$ cat config.mk
export PLATFORM = sky130hd
export DESIGN_NAME = instr_sequencer
export DESIGN_NICKNAME = d
export VERILOG_FILES = /design/src/rtl/sap1_pkg.sv /design/src/rtl/ring_counter6.sv /design/src/rtl/instr_sequencer.sv
export SDC_FILE = /design/constraint.sdc
export NUM_CORES = 1
export LEC_CHECK = 0
export CAP_MARGIN = 20
export CORE_ASPECT_RATIO = 1.1
export CORE_MARGIN = 1
export CORE_UTILIZATION = 35
export CTS_CLUSTER_DIAMETER = 50
export DETAILED_ROUTE_END_ITERATION = 10
export PLACE_DENSITY = 0.69
export REMOVE_ABC_BUFFERS = 1
export SYNTH_ARGS = -nofsm -noshare
export SYNTH_HDL_FRONTEND = slang
export SYNTH_SLANG_ARGS = --single-unit
export TNS_END_PERCENT = 30
$ cat constraint.sdc
create_clock -name clk -period 3.6 [get_ports clk]
set_input_delay 0.54 -clock clk [delete_from_list [all_inputs] [get_ports clk]]
set_output_delay 0.54 -clock clk [all_outputs]
set_load 0.01 [all_outputs]
$ cat src/rtl/sap1_pkg.sv
// Shared SAP-1 definitions: opcodes, control-word bit positions and the named control words
// that the sequencer issues.
package sap1_pkg;

   localparam logic [3:0] OpLda = 4'h0;
   localparam logic [3:0] OpAdd = 4'h1;
   localparam logic [3:0] OpSub = 4'h2;
   localparam logic [3:0] OpOut = 4'hE;
   localparam logic [3:0] OpHlt = 4'hF;

   // Bit positions in the 12-bit control word, MSB first.
   localparam int unsigned CtrlCp   = 11;
   localparam int unsigned CtrlEp   = 10;
   localparam int unsigned CtrlLmN  = 9;
   localparam int unsigned CtrlCeN  = 8;
   localparam int unsigned CtrlLiN  = 7;
   localparam int unsigned CtrlEiN  = 6;
   localparam int unsigned CtrlLaN  = 5;
   localparam int unsigned CtrlEa   = 4;
   localparam int unsigned CtrlSu   = 3;
   localparam int unsigned CtrlEu   = 2;
   localparam int unsigned CtrlLbN  = 1;
   localparam int unsigned CtrlLoN  = 0;

   localparam logic [11:0] CtrlIdle  = 12'h3E3;
   localparam logic [11:0] CtrlFetT1 = 12'h5E3;
   localparam logic [11:0] CtrlFetT2 = 12'hBE3;
   localparam logic [11:0] CtrlFetT3 = 12'h263;
   localparam logic [11:0] CtrlMarIr = 12'h1A3;
   localparam logic [11:0] CtrlLdaT5 = 12'h2C3;
   localparam logic [11:0] CtrlAluT5 = 12'h2E1;
   localparam logic [11:0] CtrlAddT6 = 12'h3C7;
   localparam logic [11:0] CtrlSubT6 = 12'h3CF;
   localparam logic [11:0] CtrlOutT4 = 12'h3F2;

   function automatic logic op_defined(input logic [3:0] op);
      return op inside {OpLda, OpAdd, OpSub, OpOut, OpHlt};
   endfunction

endpackage

$ cat src/rtl/ring_counter6.sv
// Six-state one-hot T-state ring; hold freezes it, restart returns it to T1.
module ring_counter6 (
   input  logic       clk,
   input  logic       rst,
   input  logic       hold,
   input  logic       restart,
   output logic [5:0] t_state
);

   logic [5:0] state_q, state_d;

   always_ff @(posedge clk or posedge rst) begin
      if (rst) begin
         state_q <= 6'b000001;
      end else begin
         state_q <= state_d;
      end
   end

   // Hold wins over restart so a halted machine never leaves T4.
   always_comb begin
      state_d = {state_q[4:0], state_q[5]};
      if (restart) state_d = 6'b000001;
      if (hold)    state_d = state_q;
   end

   assign t_state = state_q;

endmodule

$ cat src/rtl/instr_sequencer.sv
// SAP-1 controller-sequencer: instruction register, T-state ring and control-word decode.
// Define SEQ_VAR_CYCLE_EN to cut each instruction short after its last non-idle T-state.
module instr_sequencer
   import sap1_pkg::*;
(
   input  logic        clk,
   input  logic        rst,
   input  logic [7:0]  bus_in,
   output logic [11:0] ctrl,
   output logic [3:0]  ir_operand,
   output logic [3:0]  opcode,
   output logic [5:0]  t_state,
   output logic        halted
);

   logic [7:0] ir_q, ir_d;
   logic       halted_q, halted_d;
   logic       ring_hold, ring_restart;

   assign opcode     = ir_q[7:4];
   assign ir_operand = ir_q[3:0];
   assign halted     = halted_q;

   always_ff @(posedge clk or posedge rst) begin
      if (rst) begin
         ir_q     <= 8'h00;
         halted_q <= 1'b0;
      end else begin
         ir_q     <= ir_d;
         halted_q <= halted_d;
      end
   end

   always_comb begin
      ir_d     = ir_q;
      halted_d = halted_q;
      if (!halted_q && t_state[2]) ir_d = bus_in;
      if (!halted_q && t_state[3] && opcode == OpHlt) halted_d = 1'b1;
   end

   assign ring_hold = halted_q | (t_state[3] & (opcode == OpHlt));

`ifdef SEQ_VAR_CYCLE_EN
   // At T3 the new opcode is still on the bus, so the NOP shortcut decodes bus_in directly.
   assign ring_restart = ~halted_q & ((t_state[2] & ~op_defined(bus_in[7:4])) |
                                      (t_state[3] & (opcode == OpOut)) |
                                      (t_state[4] & (opcode == OpLda)));
`else
   assign ring_restart = 1'b0;
`endif

   ring_counter6 u_ring (
      .clk     (clk),
      .rst     (rst),
      .hold    (ring_hold),
      .restart (ring_restart),
      .t_state (t_state)
   );

   always_comb begin
      ctrl = CtrlIdle;
      if (!rst && !halted_q) begin
         unique case (1'b1)
            t_state[0]: ctrl = CtrlFetT1;
            t_state[1]: ctrl = CtrlFetT2;
            t_state[2]: ctrl = CtrlFetT3;
            t_state[3]: begin
               case (opcode)
                  OpLda, OpAdd, OpSub: ctrl = CtrlMarIr;
                  OpOut:               ctrl = CtrlOutT4;
                  default:             ctrl = CtrlIdle;
               endcase
            end
            t_state[4]: begin
               case (opcode)
                  OpLda:        ctrl = CtrlLdaT5;
                  OpAdd, OpSub: ctrl = CtrlAluT5;
                  default:      ctrl = CtrlIdle;
               endcase
            end
            t_state[5]: begin
               case (opcode)
                  OpAdd:   ctrl = CtrlAddT6;
                  OpSub:   ctrl = CtrlSubT6;
                  default: ctrl = CtrlIdle;
               endcase
            end
            default: ctrl = CtrlIdle;
         endcase
      end
   end

endmodule

==> impl_metrics.ini, run 1 <==
[run_status]
outcome = finished, final reports clean

[sta]
slew-limit-headroom_pct = 47.2
setup_tns_ns = 0
maxSlewViolCount = 0
max_freq_mhz = 369
setup_viol = 0
post-route-period-util_pct = 75.3
clock_skew_ns = 0.00477
rsz0062_at_grt = no
hold_viol = 0
period_minus_slack_ns = 2.71
tightest_slew_ns = 0.791

[power_and_ir_drop]
p_switching_mw = 0.0594
power_density_mw_per_mm2 = 230
switching_share_pct = 21.2
clockPowerShare_pct = 34.1
p_leak_nw = 0.525
p_int_mw = 0.221
seqPwrFrac_pct = 60.0
ir_drop_mv = 0.150
combPwrFrac_pct = 5.9
total_power_mw = 0.280

[layout]
fin_cells = 139
fill_cells = 181
area_growth_pct = 49.6
fin_nets = 122
final_core_utilization_pct = 57.9
stdcell_area_mm2 = 0.00122
diodes = 0
final_layout_size_suffix_gt1_share_pct = 15.3

[clock_network]
cts_buffers = 3
h-tree-depth = 1
post_cts.repair.setup_buffers = 0
cts_sinks = 15
cts.hold.buffers_added = 0
cts_tree = yes
ctsLongestPathBuffers = 2
clock_latency_ns = 0.29
ctsResizeCount = 0
clockRootBuffer = clkbuf_4
path_clk_slew_ns = 0.08

[route]
ant_nets = 0
viasPerCell = 5.09
drt_iter0_markers = 5
firstDrtPassIters = 4
routed_wirelength_mm = 1.84
vias = 707
drcViolationCount = 0
routedWlPerCell_um = 13.2

[logic_synthesis]
synth_cell_types = 33
synthCells = 74
synth_ff_type = dfrtp_1
synthArstFlopShare_pct = 100
ys_ff_latch = 15
yosysSeqAreaShare_pct = 46.2
avgSynthCellArea_um2 = 11.0
synth_edf_count = 0
ys.warnings.count = 0
netlist_area_um2 = 815

[global_route]
grt_max_degree = 16
gr-max-usage-layer = met2
grt.met3_usage_pct = 2.07
grt_pass1_wl_mm = 2.99
grt_usage_pct = 17.3
overflow = 0
globalRouteMet1Util_pct = 20.0
use_met2_pct = 29.7
antenna_found_initial = 0
grt_pass1_vias = 686

[die]
die_area_mm2 = 0.00252
die_x_um = 48.0
initial_core_util_pct = 38.7
ios = 37
rows = 17
coreArea_mm2 = 0.00211
die_h_um = 52.6

[place]
gp_congestion = 0.905
numPortBuffers = 36
dpl.hpwl_mm = 1.42
placed_area_mm2 = 0.00119
place_inst = 135

[setup_path]
start_kind = input pin
r2r_cells = 2
arrival_ns = 2.17
critPathMaxFanout = 5
crit_type = input pin to primary output
endpoint_kind = primary output
crit_required_ns = 3.06

[hold_path]
holdPathStages = 1
hold_class = flip-flop to flip-flop

[job]
cap_violations = 0
-- final cells by class --
class	count	area, um2	area share [%]
Clock buffer	4	26.3	2.16
Inverter	4	15.0	1.23
Multi-Input combinational cell	52	405	33.3
Sequential cell	15	377	30.9
Tap cell	28	35.0	2.87
Timing Repair Buffer	36	360	29.6
-- logic make-up after synthesis --
family	synth area share (%)
AOI/OAI and AO/OA	9.37
xor gates and xnor gates	1.08
buffers and inverters	3.99
DFF	46.2
muxes	15.2
and+or+nand+nor	24.1
-- power by group through the flow --
stage                     combinational (mW)  sequential [mW]  clock [mW]
after CTS                             0.0170            0.168       0.101
final                                 0.0165            0.168      0.0956
after detailed placement              0.0170            0.172           0
after global placement                0.0161            0.172           0
after floorplan                      0.00503            0.172           0
after global routing                  0.0184            0.168       0.105
-- cell usage in the layout, fill, tap and decap left out, types with 2 or more instances in the layout --
master	n
mux2_2	7
nand2_1	4
inv_1	4
nor3b_1	2
or3_1	2
mux2_1	4
nand3_1	2
nor2_1	7
and3_1	2
nor2b_1	2
clkdlybuf4s50_1	36
o21ai_0	2
clkbuf_4	3
dfrtp_1	14
-- final timing paths --
kind	start	endpoint	slack, ns
max reg2reg	u_ring.t_state[2]	ir_q[7]	1.89
min	ir_q[3]	ir_q[3]	0.51
max	rst	ctrl[3]	0.89
max in group asynchronous	rst	u_ring.t_state[3]	2.51
min reg2reg	ir_q[3]	ir_q[3]	0.51
min in group asynchronous	rst	u_ring.t_state[4]	0.71
-- worst max-delay path, stage by stage --
cell	delay, ns
clkdlybuf4s50_1	0.47
nor2_1	0.25
nand3_1	0.14
nor3b_1	0.21
clkdlybuf4s50_1	0.56
-- cell usage after synthesis, types with 2 or more instances --
cell / count / area, um2
nand2_1: 4 / 15.0
o21ai_0: 2 / 10.0
and3_1: 2 / 12.5
nand3_1: 2 / 10.0
dfrtp_1: 14 / 350
or3_1: 2 / 12.5
inv_1: 4 / 15.0
mux2_2: 7 / 78.8
mux2_1: 4 / 45.0
buf_2: 2 / 10.0
nor3b_1: 2 / 15.0
nor2_1: 7 / 26.3
nor2b_1: 2 / 12.5
-- through the flow --
step	hold WS, ns	worst slack (ns)
detailed placement	0.495	0.898
global route	0.553	0.763
global placement	0.490	0.911
finish	0.514	0.890
floorplan	0.441	1.82
CTS	0.521	0.896
-- registers in the layout, summed over array words and instances, names as in the netlist --
register / flops
u_ring.t_state: 6
halted: 1
ir_q: 8
-- per-layer routing --
metal	part of all wire, %	vias to the layer above
met5	0	-
met4	2.2	0
met2	48	38
met1	44	330
met3	5.9	5
li1	-	334
(Power assumes the default switching activity.)
==> inputs of run 2 (changes only) <==
PLACE_DENSITY = 0.72   (was 0.69)
clock period = 2.3 ns   (was 3.6 ns; I/O delays follow)
==> run 2 against run 1 <==
  * Clock-buffer cell count is the same
  * Largest power group unchanged
  * Critical endpoint unchanged
  * Largest cell class unchanged
  * Worst hold slack lost 0.17 ns
  * Register-to-register slack lost 1.0 ns
  * First-iteration DRC count grew to 3.6 times the previous value
  * Clock skew shrank 0.0040 ns
==> impl_metrics.ini, run 2 (synthesized netlist as in run 1, its figures left out) <==
[run_status]
outcome = finished, final reports clean

[sta]
hold_viol = 0
setup_ws_ns = 0.0750
tightest_slew_ns = 0.597
clock_skew_ns = 0.000805
setup_viol = 0
maxSlewViolCount = 0
period_minus_slack_ns = 2.22
slew-limit-headroom_pct = 60.2
max_freq_mhz = 449
post-route-period-util_pct = 96.7

[job]
cap_violations = 0

[die]
coreArea_mm2 = 0.00211
die_x_um = 48.0
die_area_mm2 = 0.00252
initial_core_util_pct = 38.7
die_h_um = 52.6
rows = 17
ios = 37

[global_route]
overflow = 0
grt_max_degree = 16
grt_pass1_wl_mm = 3.17
grt_usage_pct = 17.9
grt_pass1_vias = 700
antenna_found_initial = 0

[layout]
top_register = ir_q
final_common_cell = clkdlybuf4s50_1
multi_input_area_um2 = 418
largest_register_ffs = 8
fin_nets = 126
area_growth_pct = 55.5
fill_cells = 180
final_cell_mix = 33 x clkdlybuf4s50_1, 10 x dfrtp_1, 7 x mux2_2
final_layout_size_suffix_gt1_share_pct = 24.3
diodes = 0
regArea_um2 = 382

[route]
routed_wirelength_mm = 1.94
drcViolationCount = 0
routedWlPerCell_um = 13.6
firstDrtPassIters = 4
drt_iter0_markers = 18
ant_nets = 0
viasPerCell = 5.20
vias = 743

[setup_path]
critPathMaxFanout = 5
crit_required_ns = 1.96
crit_type = flip-flop to primary output
endpoint_kind = primary output
start_kind = flip-flop
arrival_ns = 1.88

[place]
dpl.hpwl_mm = 1.42
place_ws_ns = -0.0721
numPortBuffers = 36
gp_congestion = 0.812

[clock_network]
cts_buffers = 3
cts.hold.buffers_added = 0
h-tree-depth = 1
cts_sinks = 15
cts_tree = yes
clockRootBuffer = clkbuf_4
ctsLongestPathBuffers = 2
path_clk_slew_ns = 0.08
clock_latency_ns = 0.27

[power_and_ir_drop]
ir_drop_mv = 0.300
total_power_mw = 0.432
p_leak_nw = 0.549
power_density_mw_per_mm2 = 341

[hold_path]
hold_class = input pin to async pin
[run 2: worst max-delay path: stages, from the launching register on]
cell and delay, ns:
dfrtp_2 0.45, nor2_2 0.21, nand3_1 0.13, nor3b_1 0.24, clkdlybuf4s50_1 0.57
[run 2: final cells by class]
class | instances | area share (%)
Multi-Input combinational cell | 52 | 33.0
Timing Repair Buffer | 40 | 30.8
Sequential cell | 15 | 30.1
Tap cell | 28 | 2.77
Clock buffer | 4 | 2.08
Inverter | 4 | 1.19
[run 2: power breakdown]
group	total [mW]	internal [mW]	switching, mW
combinational	0.0258	0.0146	0.0112
clock	0.142	0.0672	0.0752
sequential	0.263	0.263	0
[run 2: layer usage]
| layer | GRT usage (%) | up-vias | part of all wire, % |
|---|---|---|---|
| met5 | 0 | - | 0 |
| met1 | 22.6 | 351 | 41 |
| met4 | 6.94 | 0 | 0.87 |
| met2 | 29.3 | 41 | 51 |
| met3 | 3.45 | 4 | 7.2 |
| li1 | - | 347 | - |
[run 2: stage by stage]
| stage | setup TNS [ns] | std cells | hold WS (ns) | instance area [um2] | utilization (%) |
|---|---|---|---|---|---|
| 2_1_floorplan | 0 | 71 | 0.246 | 797 | - |
| 3_5_place_dp | -0.0721 | 136 | 0.499 | 1200 | 57.0 |
| 6_report | 0 | 143 | 0.341 | 1270 | 60.1 |
| 5_1_grt | -0.0180 | 143 | 0.373 | 1270 | 60.1 |
| 4_1_cts | 0 | 143 | 0.347 | 1250 | 59.5 |
| 3_3_place_gp | -0.0636 | 136 | 0.492 | 1200 | 57.0 |
[run 2: final timing paths]
kind / start / end / slack, ns / depth (start not counted)
worst max-delay path: halted / ctrl[3] / 0.08 / 4
worst min-delay path: rst / u_ring.t_state[3] / 0.34 / 2
worst max register to register: ir_q[5] / u_ring.t_state[5] / 0.86 / 3
worst min register to register: ir_q[3] / ir_q[3] / 0.51 / 1
max in group asynchronous: rst / ir_q[4] / 1.54 / 2
min in group clk: ir_q[3] / ir_q[3] / 0.51 / 1
[run 2: timing repair]
action	in CTS	in global routing
setup endpoints to repair	3	4
buffers inserted	3	0
gates resized for setup	6	4
hold endpoints to repair	0	0
==> inputs of run 3 (changes only) <==
==> constraint.sdc (replaced) <==
create_clock -name clk -period 2.3 [get_ports clk]
set_input_delay 0.23 -clock clk [delete_from_list [all_inputs] [get_ports clk]]
set_output_delay 0.23 -clock clk [all_outputs]
set_load 0.01 [all_outputs]
==> run 3 against run 2 <==
  * First-iteration DRC count rose by 17%
  * Sequential cell count did not move
  * Setup slack improved by 0.060 ns
  * Sequential power barely moved
  * Clock power barely moved
  * Routed wire length fell by 2.2%
  * Cell count fell by 2.1%
  * Critical path depth did not move
  * Global-route usage fell by 0.69 points
  * Critical endpoint unchanged
  * Register-to-register slack barely moved
  * Highest routed layer unchanged
==> impl_metrics.ini, run 3 (synthesized netlist as in run 1, its figures left out) <==
[setup_path]
arrival_ns = 1.94
slowest_delay_ns = 0.57
crit_chain = nor2_2, nand3_1, nor3b_1, clkdlybuf4s50_1
critPathMaxFanout = 7
crit_required_ns = 2.07
crit_buf_inv = 1
cp_top_family = simple AND/OR/NAND/NOR gates
endpoint_kind = primary output
crit_slowest_cell = clkdlybuf4s50_1
start_kind = flip-flop
crit_type = flip-flop to primary output

[route]
firstDrtPassIters = 4
ant_nets = 0
drt_iter0_markers = 21
vias = 722
routed_wirelength_mm = 1.90
viasPerCell = 5.16
drcViolationCount = 0
routedWlPerCell_um = 13.6

[run_status]
outcome = finished, final reports clean

[die]
ios = 37
die_x_um = 48.0
die_h_um = 52.6
coreArea_mm2 = 0.00211
initial_core_util_pct = 38.7
rows = 17
die_area_mm2 = 0.00252

[clock_network]
h-tree-depth = 1
clock_latency_ns = 0.27
cts.hold.buffers_added = 0
cts_sinks = 15
path_clk_slew_ns = 0.08
clockRootBuffer = clkbuf_4
cts_tree = yes
cts_buffers = 3
ctsLongestPathBuffers = 2

[place]
place_inst = 136
placed_area_mm2 = 0.00120
gp_congestion = 0.812
numPortBuffers = 36
dpl.hpwl_mm = 1.42

[hold_path]
hold_class = input pin to async pin

[sta]
max_freq_mhz = 462
rsz0062_at_grt = no
hold_viol = 0
clock_skew_ns = 0.00137
setup_viol = 0
tightest_slew_ns = 0.589
maxSlewViolCount = 0
setup_tns_ns = 0
slew-limit-headroom_pct = 60.7
post-route-period-util_pct = 94.1
period_minus_slack_ns = 2.17

[layout]
final_core_utilization_pct = 59.1
top_register = ir_q
final_cell_mix = 34 x clkdlybuf4s50_1, 11 x dfrtp_1, 7 x mux2_2
final_layout_size_suffix_gt1_share_pct = 20.5
fin_nets = 123
fin_cells = 140
largest_register_ffs = 8
diodes = 0
final_common_cell = clkdlybuf4s50_1
stdcell_area_mm2 = 0.00124
fill_cells = 180
area_growth_pct = 52.8

[job]
cap_violations = 0

[power_and_ir_drop]
p_leak_nw = 0.533
ir_drop_mv = 0.300
total_power_mw = 0.432
power_density_mw_per_mm2 = 347

[global_route]
antenna_found_initial = 0
grt_pass1_wl_mm = 3.05
grt_usage_pct = 17.2
grt_pass1_vias = 679
overflow = 0
grt_max_degree = 16
[run 3: cell types whose count changed in the layout (fill, tap and decap cells not counted), sizes merged]
cell,previous run,this run
buf,4,1
clkdlybuf4s50,33,34
dlygate4sd2,2,0
dlymetal6s2s,1,2
[run 3: worst paths after layout]
path	from	end	slack, ns	cells past startpoint
worst max-delay path	halted	ctrl[3]	0.13	4
worst min-delay path	rst	u_ring.t_state[3]	0.45	2
worst max register to register	ir_q[5]	u_ring.t_state[5]	0.86	3
worst min register to register	ir_q[3]	ir_q[3]	0.51	1
max in group asynchronous	rst	halted	1.44	2
min in group clk	ir_q[3]	ir_q[3]	0.51	1
[run 3: where the power goes]
group          internal [mW]  leakage [nW]  switching, mW
Sequential             0.263         0.196              0
Combinational         0.0152         0.322         0.0110
Clock                 0.0672        0.0150         0.0754
Total                  0.346         0.533         0.0865
[run 3: layout make-up]
type	instances	area, um2	share of cell area, %
inverters	4	15.0	1.21
repair buffers	37	373	29.9
clock buffers	4	26.3	2.11
well taps	28	35.0	2.81
multi-input cells	52	415	33.4
flip-flops and latches	15	380	30.6
[run 3: stage by stage]
| step | setup slack, ns | hold WS [ns] |
|---|---|---|
| global route | 0.0150 | 0.493 |
| CTS | 0.0265 | 0.442 |
| detailed placement | 0.158 | 0.499 |
| finish | 0.135 | 0.449 |
| global placement | 0.166 | 0.492 |
| floorplan | 0.808 | 0.131 |
[run 3: per-layer routing]
layer	global-route usage (%)	wire length, um	vias to the layer above	part of all wire [%]
met1	21.1	835	346	44
li1	-	-	339	-
met3	3.45	124	4	6.5
met4	5.56	17	0	0.89
met5	0	0	-	0
met2	29.3	925	33	49
[run 3: timing repair]
| action | in CTS | in global routing |
|---|---|---|
| resized for setup | 0 | 7 |
| endpoints found under the setup margin | 0 | 4 |
| buffers inserted | 0 | 0 |
